**src/rtl/shared_divider_rr.sv**
```systemverilog
// Shared sequential unsigned divider serving NUM_CH clients in round-robin order.
// One restoring step per cycle. The result registers and the done pulse are
// loaded together, so the outputs change only when done is asserted.
module shared_divider_rr #(
  parameter int unsigned WIDTH  = 16,
  parameter int unsigned NUM_CH = 2,
  parameter int unsigned CH_W   = 1
) (
  input  logic                    clock,
  input  logic                    reset,
  input  logic [NUM_CH-1:0]       req,
  input  logic [NUM_CH*WIDTH-1:0] dividend_bus,
  input  logic [NUM_CH*WIDTH-1:0] divisor_bus,
  output logic [NUM_CH-1:0]       ack,
  output logic [NUM_CH-1:0]       done,
  output logic [WIDTH-1:0]        quotient,
  output logic [WIDTH-1:0]        remainder,
  output logic                    div_by_zero,
  output logic                    busy,
  output logic [CH_W-1:0]         owner
);

  localparam int unsigned CNT_W = $clog2(WIDTH + 1);

  typedef enum logic [1:0] {IDLE, BUSY, DONE} state_t;

  state_t            state_q;
  logic [CH_W-1:0]   ptr_q;
  logic [CH_W-1:0]   owner_q;
  logic [NUM_CH-1:0] ack_q;
  logic [NUM_CH-1:0] done_q;
  logic [WIDTH-1:0]  dvd_q;      // dividend shifts out at the top, quotient bits shift in at the bottom
  logic [WIDTH-1:0]  dvs_q;
  logic [WIDTH-1:0]  rem_q;
  logic [WIDTH-1:0]  quot_out_q;
  logic [WIDTH-1:0]  rem_out_q;
  logic [CNT_W-1:0]  cnt_q;
  logic              dbz_q;
  logic              busy_q;

  logic              grant_d;
  logic [CH_W-1:0]   sel_d;
  logic [CH_W-1:0]   ptr_d;
  int unsigned       scan_idx;

  logic [WIDTH:0]    trial_d;
  logic              fit_d;
  logic [WIDTH-1:0]  rem_d;

  // Round-robin pick: first requesting channel at or above the pointer, wrapping.
  always_comb begin
    grant_d  = 1'b0;
    sel_d    = '0;
    scan_idx = 0;
    for (int unsigned i = 0; i < NUM_CH; i++) begin
      scan_idx = (32'(ptr_q) + i) % NUM_CH;
      if (!grant_d && req[CH_W'(scan_idx)]) begin
        grant_d = 1'b1;
        sel_d   = CH_W'(scan_idx);
      end
    end
    ptr_d = CH_W'((32'(sel_d) + 1) % NUM_CH);
  end

  // One restoring-division step on the current partial remainder.
  always_comb begin
    trial_d = {rem_q, dvd_q[WIDTH-1]};
    fit_d   = (trial_d >= {1'b0, dvs_q});
    rem_d   = fit_d ? WIDTH'(trial_d - {1'b0, dvs_q}) : trial_d[WIDTH-1:0];
  end

  // Controller, datapath and registered outputs.
  always_ff @(posedge clock) begin
    if (reset) begin
      state_q    <= IDLE;
      ptr_q      <= '0;
      owner_q    <= '0;
      ack_q      <= '0;
      done_q     <= '0;
      dvd_q      <= '0;
      dvs_q      <= '0;
      rem_q      <= '0;
      quot_out_q <= '0;
      rem_out_q  <= '0;
      cnt_q      <= '0;
      dbz_q      <= 1'b0;
      busy_q     <= 1'b0;
    end else begin
      case (state_q)
        IDLE: begin
          done_q <= '0;
          ack_q  <= '0;
          busy_q <= 1'b0;
          if (grant_d) begin
            dvd_q   <= dividend_bus[sel_d*WIDTH +: WIDTH];
            dvs_q   <= divisor_bus[sel_d*WIDTH +: WIDTH];
            rem_q   <= '0;
            cnt_q   <= CNT_W'(WIDTH);
            owner_q <= sel_d;
            ptr_q   <= ptr_d;
            ack_q   <= NUM_CH'(1) << sel_d;
            busy_q  <= 1'b1;
            state_q <= BUSY;
          end
        end
        BUSY: begin
          ack_q <= '0;
          rem_q <= rem_d;
          dvd_q <= {dvd_q[WIDTH-2:0], fit_d};
          cnt_q <= cnt_q - 1'b1;
          if (cnt_q == CNT_W'(1)) begin
            state_q <= DONE;
          end
        end
        DONE: begin
          // busy stays high into the cycle where done is visible.
          done_q     <= NUM_CH'(1) << owner_q;
          quot_out_q <= dvd_q;
          rem_out_q  <= rem_q;
          dbz_q      <= (dvs_q == '0);
          state_q    <= IDLE;
        end
        default: state_q <= IDLE;
      endcase
    end
  end

  assign ack         = ack_q;
  assign done        = done_q;
  assign quotient    = quot_out_q;
  assign remainder   = rem_out_q;
  assign div_by_zero = dbz_q;
  assign busy        = busy_q;
  assign owner       = owner_q;

endmodule
```
**config.mk**
```make
export PLATFORM = sky130hd
export DESIGN_NAME = shared_divider_rr
export DESIGN_NICKNAME = d
export VERILOG_FILES = /design/src/rtl/shared_divider_rr.sv
export SDC_FILE = /design/constraint.sdc
export NUM_CORES = 1
export LEC_CHECK = 0
export ABC_AREA = 1
export CORE_UTILIZATION = 56
export CTS_CLUSTER_SIZE = 8
export DETAILED_ROUTE_END_ITERATION = 6
export HOLD_SLACK_MARGIN = 0.03
export PLACE_DENSITY = 0.95
export SLEW_MARGIN = 20
export SYNTH_ARGS = -nofsm -noshare
export SYNTH_HDL_FRONTEND = slang
export SYNTH_SLANG_ARGS = --single-unit
```
**constraint.sdc**
```tcl
create_clock -name clock -period 3.8 [get_ports clock]
set_input_delay 0.95 -clock clock [delete_from_list [all_inputs] [get_ports clock]]
set_output_delay 0.95 -clock clock [all_outputs]
set_load 0.02 [all_outputs]
```
==> results of run 1 <==
metal layers:
layer / share of wire, % / track usage (%) / routed length (um)
met3: 8.4 / 4.80 / 1130
met2: 46 / 46.7 / 6140
met4: 2.8 / 13.0 / 370
met5: 0 / 0 / 0
met1: 43 / 37.8 / 5770
power by group through the flow:
| stage | clock [W] | sequential, W | combinational (W) |
|---|---|---|---|
| after CTS | 0.000666 | 0.00120 | 0.00174 |
| after detailed placement | 0 | 0.00122 | 0.00171 |
| after global routing | 0.000704 | 0.00121 | 0.00195 |
| after floorplan | 0 | 0.00119 | 0.00137 |
| after global placement | 0 | 0.00121 | 0.00169 |
| final | 0.000663 | 0.00120 | 0.00177 |
cells in the final DEF (no fill, tap or decap), types with 3 or more instances in the layout:
cell type / count
a21oi_1: 59
a221oi_1: 7
a31oi_1: 5
buf_4: 7
clkbuf_8: 9
clkdlybuf4s50_1: 106
dfxtp_1: 95
ha_1: 18
inv_1: 70
inv_2: 10
nand2_1: 187
nand2_2: 13
nand3_1: 26
nand3b_1: 3
nand4_1: 3
nor2_1: 107
nor2_2: 5
nor3_1: 9
nor4_1: 4
o21ai_0: 59
xnor2_1: 5
xor2_1: 7
path summary, 6_finish.rpt:
check	from	end	slack [ns]
worst max-delay path	req[0]	dvd_q[8]$_SDFFE_PP0P_	1.26
worst min-delay path	done[0]$_SDFFE_PP0P_	done[0]$_SDFFE_PP0P_	0.47
worst max register to register	state_q[1]$_SDFFE_PP0P_	quotient[14]$_SDFFE_PP0P_	1.57
worst min register to register	done[0]$_SDFFE_PP0P_	done[0]$_SDFFE_PP0P_	0.47
sequential cells by signal, summed over array words and instances (netlist names):
name and count:
ack 2, remainder 16, dvd_q 16, owner 1, busy 1, done 2
cnt_q 5, state_q 2, rem_q 16, ptr_q 1, quotient 16, div_by_zero 1
dvs_q 16
worst reg2reg max path, stage by stage (launching register included):
cell and delay, ns:
dfxtp_1 0.51, nand2_1 0.10, buf_4 0.23, inv_1 0.78, buf_4 0.33, o21ai_0 0.09
a21oi_1 0.14
per-stage QoR:
stage / util [%] / setup WS (ns) / instance area (sq um)
after global routing: 73.0 / 1.05 / 6460
after floorplan: - / 1.81 / 5180
after global placement: 70.8 / 0.996 / 6260
after CTS: 73.0 / 1.28 / 6460
after detailed placement: 70.8 / 0.878 / 6260
final: 73.0 / 1.26 / 6460
layout make-up:
type | instances | area (sq um)
sequential | 95 | 1900
multi-input combinational | 546 | 2800
inverter | 82 | 315
fill | 700 | 2390
tap | 108 | 135
clock buffer | 9 | 124
clock inverter | 6 | 67.6
timing repair buffer | 113 | 1110
kinds of logic (layout without fill, tap and decap cells):
group / count (synthesis) / count (layout) / synth area share (%)
AO/OA/AOI/OAI: 146 / 146 / 16.1
flip-flops: 95 / 95 / 36.7
buffers and inverters: 116 / 210 / 9.21
AND/OR/NAND/NOR: 369 / 369 / 31.2
XOR/XNOR: 12 / 12 / 2.03
adder cells (fa/ha/maj): 19 / 19 / 4.74
==> key figures, run 1 <==
Status
  • Status: finished with violations
  • Violated checks: DRC

STA
  • Setup-failing EPs final: 0
  • Fin crit share: 66.8%
  • Final Hold Vio Count: 0
  • Fmax: 394 MHz
  • Clk_skew: 0.0157 ns
  • Pins Over Slew Limit: 0
  • Slew margin rel.: 31.6%
  • Post-route setup TNS: 0 ns
  • WHS: 0.466 ns
  • Tmin final: 2.54 ns
  • RSZ-0062 raised after global routing: no
  • Worst slew pin tran: 1.02 ns

Flow run
  • Maximum Capacitance Violations: 0

CTS
  • Cts repair resizes: 0
  • Clock latency on the worst-skew pair: 0.37 ns
  • CTS Buf Count: 9
  • Setup bufs post-CTS: 0
  • CTS Buffer Depth: 2
  • Post-CTS Hold Fix Bufs: 0
  • Num Clock Sinks: 95
  • CTS tree: yes
  • Reg clk slew, reported paths: 0.10 ns
  • CTS root buf: clkbuf_8
  • H-tree depth: 3

Place
  • Placed cells: 944
  • Post-DP HPWL: 9590 um
  • Port bufs: 106
  • Routability cong.: 1.01

Setup path
  • Crit path max fanout: 34
  • CP Capture Type: register
  • Crit path launch type: primary input
  • R2R cell count: 6
  • Crit path kind: primary input to register
  • Most Frequent Cell on Critical Path: nor2_1
  • Crit-path leading delay family: buffers and inverters
  • Cells along the critical path: clkdlybuf4s50_1 -> inv_1 -> o21ai_2 -> buf_4 -> inv_2 -> nor2_1 -> nor3_1 -> a221oi_1 -> nor2_1
  • Levels on crit path: 9
  • CP bufs+invs: 4
  • CP max stage cell: clkdlybuf4s50_1
  • Worst EP arrival: 2.80 ns
  • Largest stage delay, worst path: 0.47 ns
  • Req. time, crit path: 4.06 ns

Detailed routing
  • DRT Pass-1 Iters: 7
  • Via total after detailed routing: 5277
  • Antenna Violating Nets Remaining: 0
  • Via density: 5.50
  • Detailed Route WL: 13400 um
  • DRC Markers: 7
  • DR iter-0 viols: 400
  • Avg WL per Cell: 14.0 um

Final layout
  • Layout Nets: 934
  • Area grow syn2layout: 24.7%
  • Non-filler cells, final: 959
  • # diodes: 0
  • Share of cells above drive strength 1: 7.99%

Logic synthesis
  • Ys async rst share: 0%
  • Post-synth top area cell: dfxtp_1
  • Mean Syn Cell Area: 6.84 sq um
  • Top post-synthesis cells by area: dfxtp_1 (37%), nand2_1 (14%), nor2_1 (7.8%), a21oi_1 (5.7%), o21ai_0 (5.7%)
  • Synthesized instance count: 757
  • Mapped Nets: 844
  • Share of the synthesized area in the top cell type: 36.7%
  • Yosys reg bits: 95
  • Syn. warnings: 0
  • Synth unique cells: 45
  • Number of flops mapped to enable cells by yosys: 0
  • Register area share after synthesis: 36.7%
  • Main synth FF type: dfxtp_1
  • Count leader, synth: nand2_1
  • Post-synth top cells: nand2_1 (187), nor2_1 (107), dfxtp_1 (95)
  • Post-Syn Area: 5180 sq um

Global route
  • Vias in the first global route: 4873
  • Initial antenna violation count: 0
  • GRT Util Overall: 28.8%
  • Largest net degree at the start of global routing: 38
  • GR Overflow Total: 0
  • First-pass GRT wire length: 22400 um

Power and ir drop
  • Total power: 0.00363 W
  • Switching pwr: 0.00157 W
  • Clock Power Share: 18.2%
  • Leakage Power: 2.91 nW
  • Switch share: 43.1%
  • PwrDens: 563 nW/um^2
  • Int Pwr: 0.00207 W
  • Flop pwr share: 33.1%
  • Max rail drop VDD: 0.000293 V
  • Comb pwr share: 48.6%

Hold path
  • Hold crit path type: register to register
  • Hold path cells: 2

Floorplanning
  • Die W: 98.2 um
  • # IOs: 107
  • Initial Utilization: 58.5%
  • Site row count: 34
  • Core Region: 8850 sq um
  • DIE AREA: 9630 sq um
  • Die Span Y: 98.2 um
No activity file was read; power rests on OpenSTA's default activity.
==> run 2, diff against run 1 <==
Settings changed: CORE_UTILIZATION 56 to 52, PLACE_DENSITY 0.95 to 0.9.
Clock period 3.8 ns to 2.5 ns, I/O delays scaled along.
==> key figures, run 2 (synthesis gave the netlist of run 1 again) <==
Power and ir drop
  • Leakage Power: 2.96 nW (+1.8%)
  • Max rail drop VDD: 0.000384 V (+31%)
  • Switching pwr: 0.00237 W (+51%)
  • Int Pwr: 0.00321 W (+55%)
  • Comb pwr share: 48.0% (-0.6 points)
  • Total power: 0.00557 W (+53%)
  • PwrDens: 848 nW/um^2 (+51%)
  • Clock Power Share: 19.5% (+1.3 points)
  • Switch share: 42.5% (-0.62 points)
  • Flop pwr share: 32.5% (-0.6 points)

CTS
  • CTS Buf Count: 9 (unchanged)
  • CTS root buf: clkbuf_8
  • H-tree depth: 3 (unchanged)
  • Cts repair resizes: 0 (unchanged)
  • Post-CTS Hold Fix Bufs: 0 (unchanged)
  • Clock latency on the worst-skew pair: 0.38 ns (about the same)
  • Num Clock Sinks: 95 (unchanged)
  • CTS tree: yes
  • Reg clk slew, reported paths: 0.11 ns (about the same)
  • CTS Buffer Depth: 2 (unchanged)
  • Setup bufs post-CTS: 0 (unchanged)

Setup path
  • Crit path kind: register to register
  • Crit path launch type: register
  • CP Capture Type: register
  • Worst r2r dst: rem_q[5]$_SDFFE_PP0P_
  • R2R Path Start: rem_q[11]$_SDFFE_PP0P_
  • Worst EP arrival: 2.37 ns (-0.43 ns)
  • Crit path max fanout: 11 (-68%)
  • R2R cell count: 12 (+6)
  • Req. time, crit path: 2.81 ns (-1.25 ns)
  • FF-to-FF setup slack: 0.45 ns (-1.12 ns)

Global route
  • GRT Util Overall: 26.7% (-2.2 points)
  • Largest net degree at the start of global routing: 42 (+11%)
  • Vias in the first global route: 4667 (-4.2%)
  • Met1 Use GR: 36.8% (-1.0 points)
  • Met2 GRT Util: 42.0% (-4.8 points)
  • Initial antenna violation count: 0 (unchanged)
  • Gr busiest metal: met2
  • First-pass GRT wire length: 21700 um (-3.3%)
  • M3 GR Usage: 4.28% (-0.52 points)
  • GR Overflow Total: 0 (unchanged)

STA
  • Slew margin rel.: 64.5% (+33 points)
  • Clk_skew: 0.0154 ns (-0.000230 ns)
  • Pins Over Slew Limit: 0 (unchanged)
  • RSZ-0062 raised after global routing: no
  • Post-route setup TNS: 0 ns (unchanged)
  • Worst slew pin tran: 0.532 ns (-0.492 ns)
  • Final setup margin: 0.445 ns (-0.816 ns)
  • Fin crit share: 82.2%
  • Final Hold Vio Count: 0 (unchanged)
  • Tmin final: 2.05 ns
  • Setup-failing EPs final: 0 (unchanged)
  • Fmax: 487 MHz

Detailed routing
  • Avg WL per Cell: 13.3 um (-4.9%)
  • DRT Pass-1 Iters: 7 (unchanged)
  • DR iter-0 viols: 419 (+4.8%)
  • Antenna Violating Nets Remaining: 0 (unchanged)
  • Via density: 5.25 (-4.6%)
  • Via total after detailed routing: 5209 (-1.3%)
  • Detailed Route WL: 13200 um (-1.6%)
  • DRC Markers: 0 (-7)

Final layout
  • Layout Nets: 941 (+0.75%)
  • # diodes: 0 (unchanged)
  • Area grow syn2layout: 27.0%
  • Share of cells above drive strength 1: 8.85% (+0.86 points)
  • Most frequent cells in the layout: nand2_1 (187), nor2_1 (107), clkdlybuf4s50_1 (106)
  • Commonest non-fill, non-tap cell in the layout: nand2_1
  • Non-filler cells, final: 992 (+3.4%)

Floorplanning
  • DIE AREA: 10400 sq um (+7.5%)
  • Initial Utilization: 53.2% (-5.3 points)
  • Die W: 102 um (+3.7%)
  • # IOs: 107 (unchanged)
  • Site row count: 36 (+5.9%)
  • Core Region: 9730 sq um (+10%)
  • Die Span Y: 102 um (+3.7%)

Hold path
  • Hold path cells: 2 (unchanged)
  • Worst Min Path Start: dvd_q[11]$_SDFFE_PP0P_
  • Hold crit path type: register to register
  • Hold Path Sink: dvd_q[11]$_SDFFE_PP0P_

Place
  • Routability cong.: 0.951 (-5.5%)
  • Placed cells: 976 (+3.4%)
  • Post-DP HPWL: 9610 um (+0.19%)
  • Port bufs: 106 (unchanged)
  • Pre-CTS WS: 0.165 ns (-0.714 ns)

Status
  • Status: complete, no violations

Flow run
  • Maximum Capacitance Violations: 0 (unchanged)
==> run 2: worst max path at each step <==
stage | start | endpoint | slack [ns] | depth (start not counted)
after global routing | dvs_q[12]$_SDFFE_PP0P_ | rem_q[2]$_SDFFE_PP0P_ | 0.29 | 13
after global placement | req[1] | dvd_q[1]$_SDFFE_PP0P_ | 0.24 | 7
after floorplan | dvs_q[4]$_SDFFE_PP0P_ | rem_q[10]$_SDFFE_PP0P_ | 0.75 | 16
after detailed placement | req[1] | dvd_q[5]$_SDFFE_PP0P_ | 0.16 | 7
final | rem_q[11]$_SDFFE_PP0P_ | rem_q[5]$_SDFFE_PP0P_ | 0.45 | 12
after CTS | quotient[10]$_SDFFE_PP0P_ | quotient[10] | 0.47 | 1
==> run 2: area by class of cell <==
cell class	instances	area, sq um
Clock buffer	10	138
Clock inverter	6	75.1
Fill cell	854	3160
Multi-Input combinational cell	546	2800
Timing Repair Buffer	120	1180
Sequential cell	95	1900
Inverter	82	315
Tap cell	133	166
==> run 2: metrics by stage <==
stage / util (%) / instance area, sq um / hold slack (ns)
floorplan: - / 5180 / 0.444
global route: 67.6 / 6570 / 0.493
CTS: 67.6 / 6570 / 0.474
detailed placement: 65.4 / 6360 / 0.453
global placement: 65.4 / 6360 / 0.452
finish: 67.6 / 6570 / 0.471
==> run 2: power by group through the flow <==
stage	logic [W]	registers (W)	clock network, W
floorplan	0.00209	0.00182	0
global placement	0.00257	0.00184	0
detailed placement	0.00262	0.00184	0
CTS	0.00265	0.00181	0.00110
global route	0.00297	0.00183	0.00115
finish	0.00268	0.00181	0.00109
==> run 2: worst max-delay path, stage by stage, from the launching register on <==
cell	delay, ns
dfxtp_1	0.46
ha_1	0.34
nand2_1	0.14
inv_1	0.08
nand2_1	0.13
a21oi_4	0.09
nor2_8	0.19
nand2_8	0.10
nor2_8	0.23
nand2_2	0.06
nand2_1	0.06
nand2_1	0.05
nand2_1	0.07
==> run 2: per-layer routing <==
metal,share of wire (%),wire (um)
met5,0,0
met4,1.8,244
met1,45,5970
met2,45,6000
met3,7.4,980
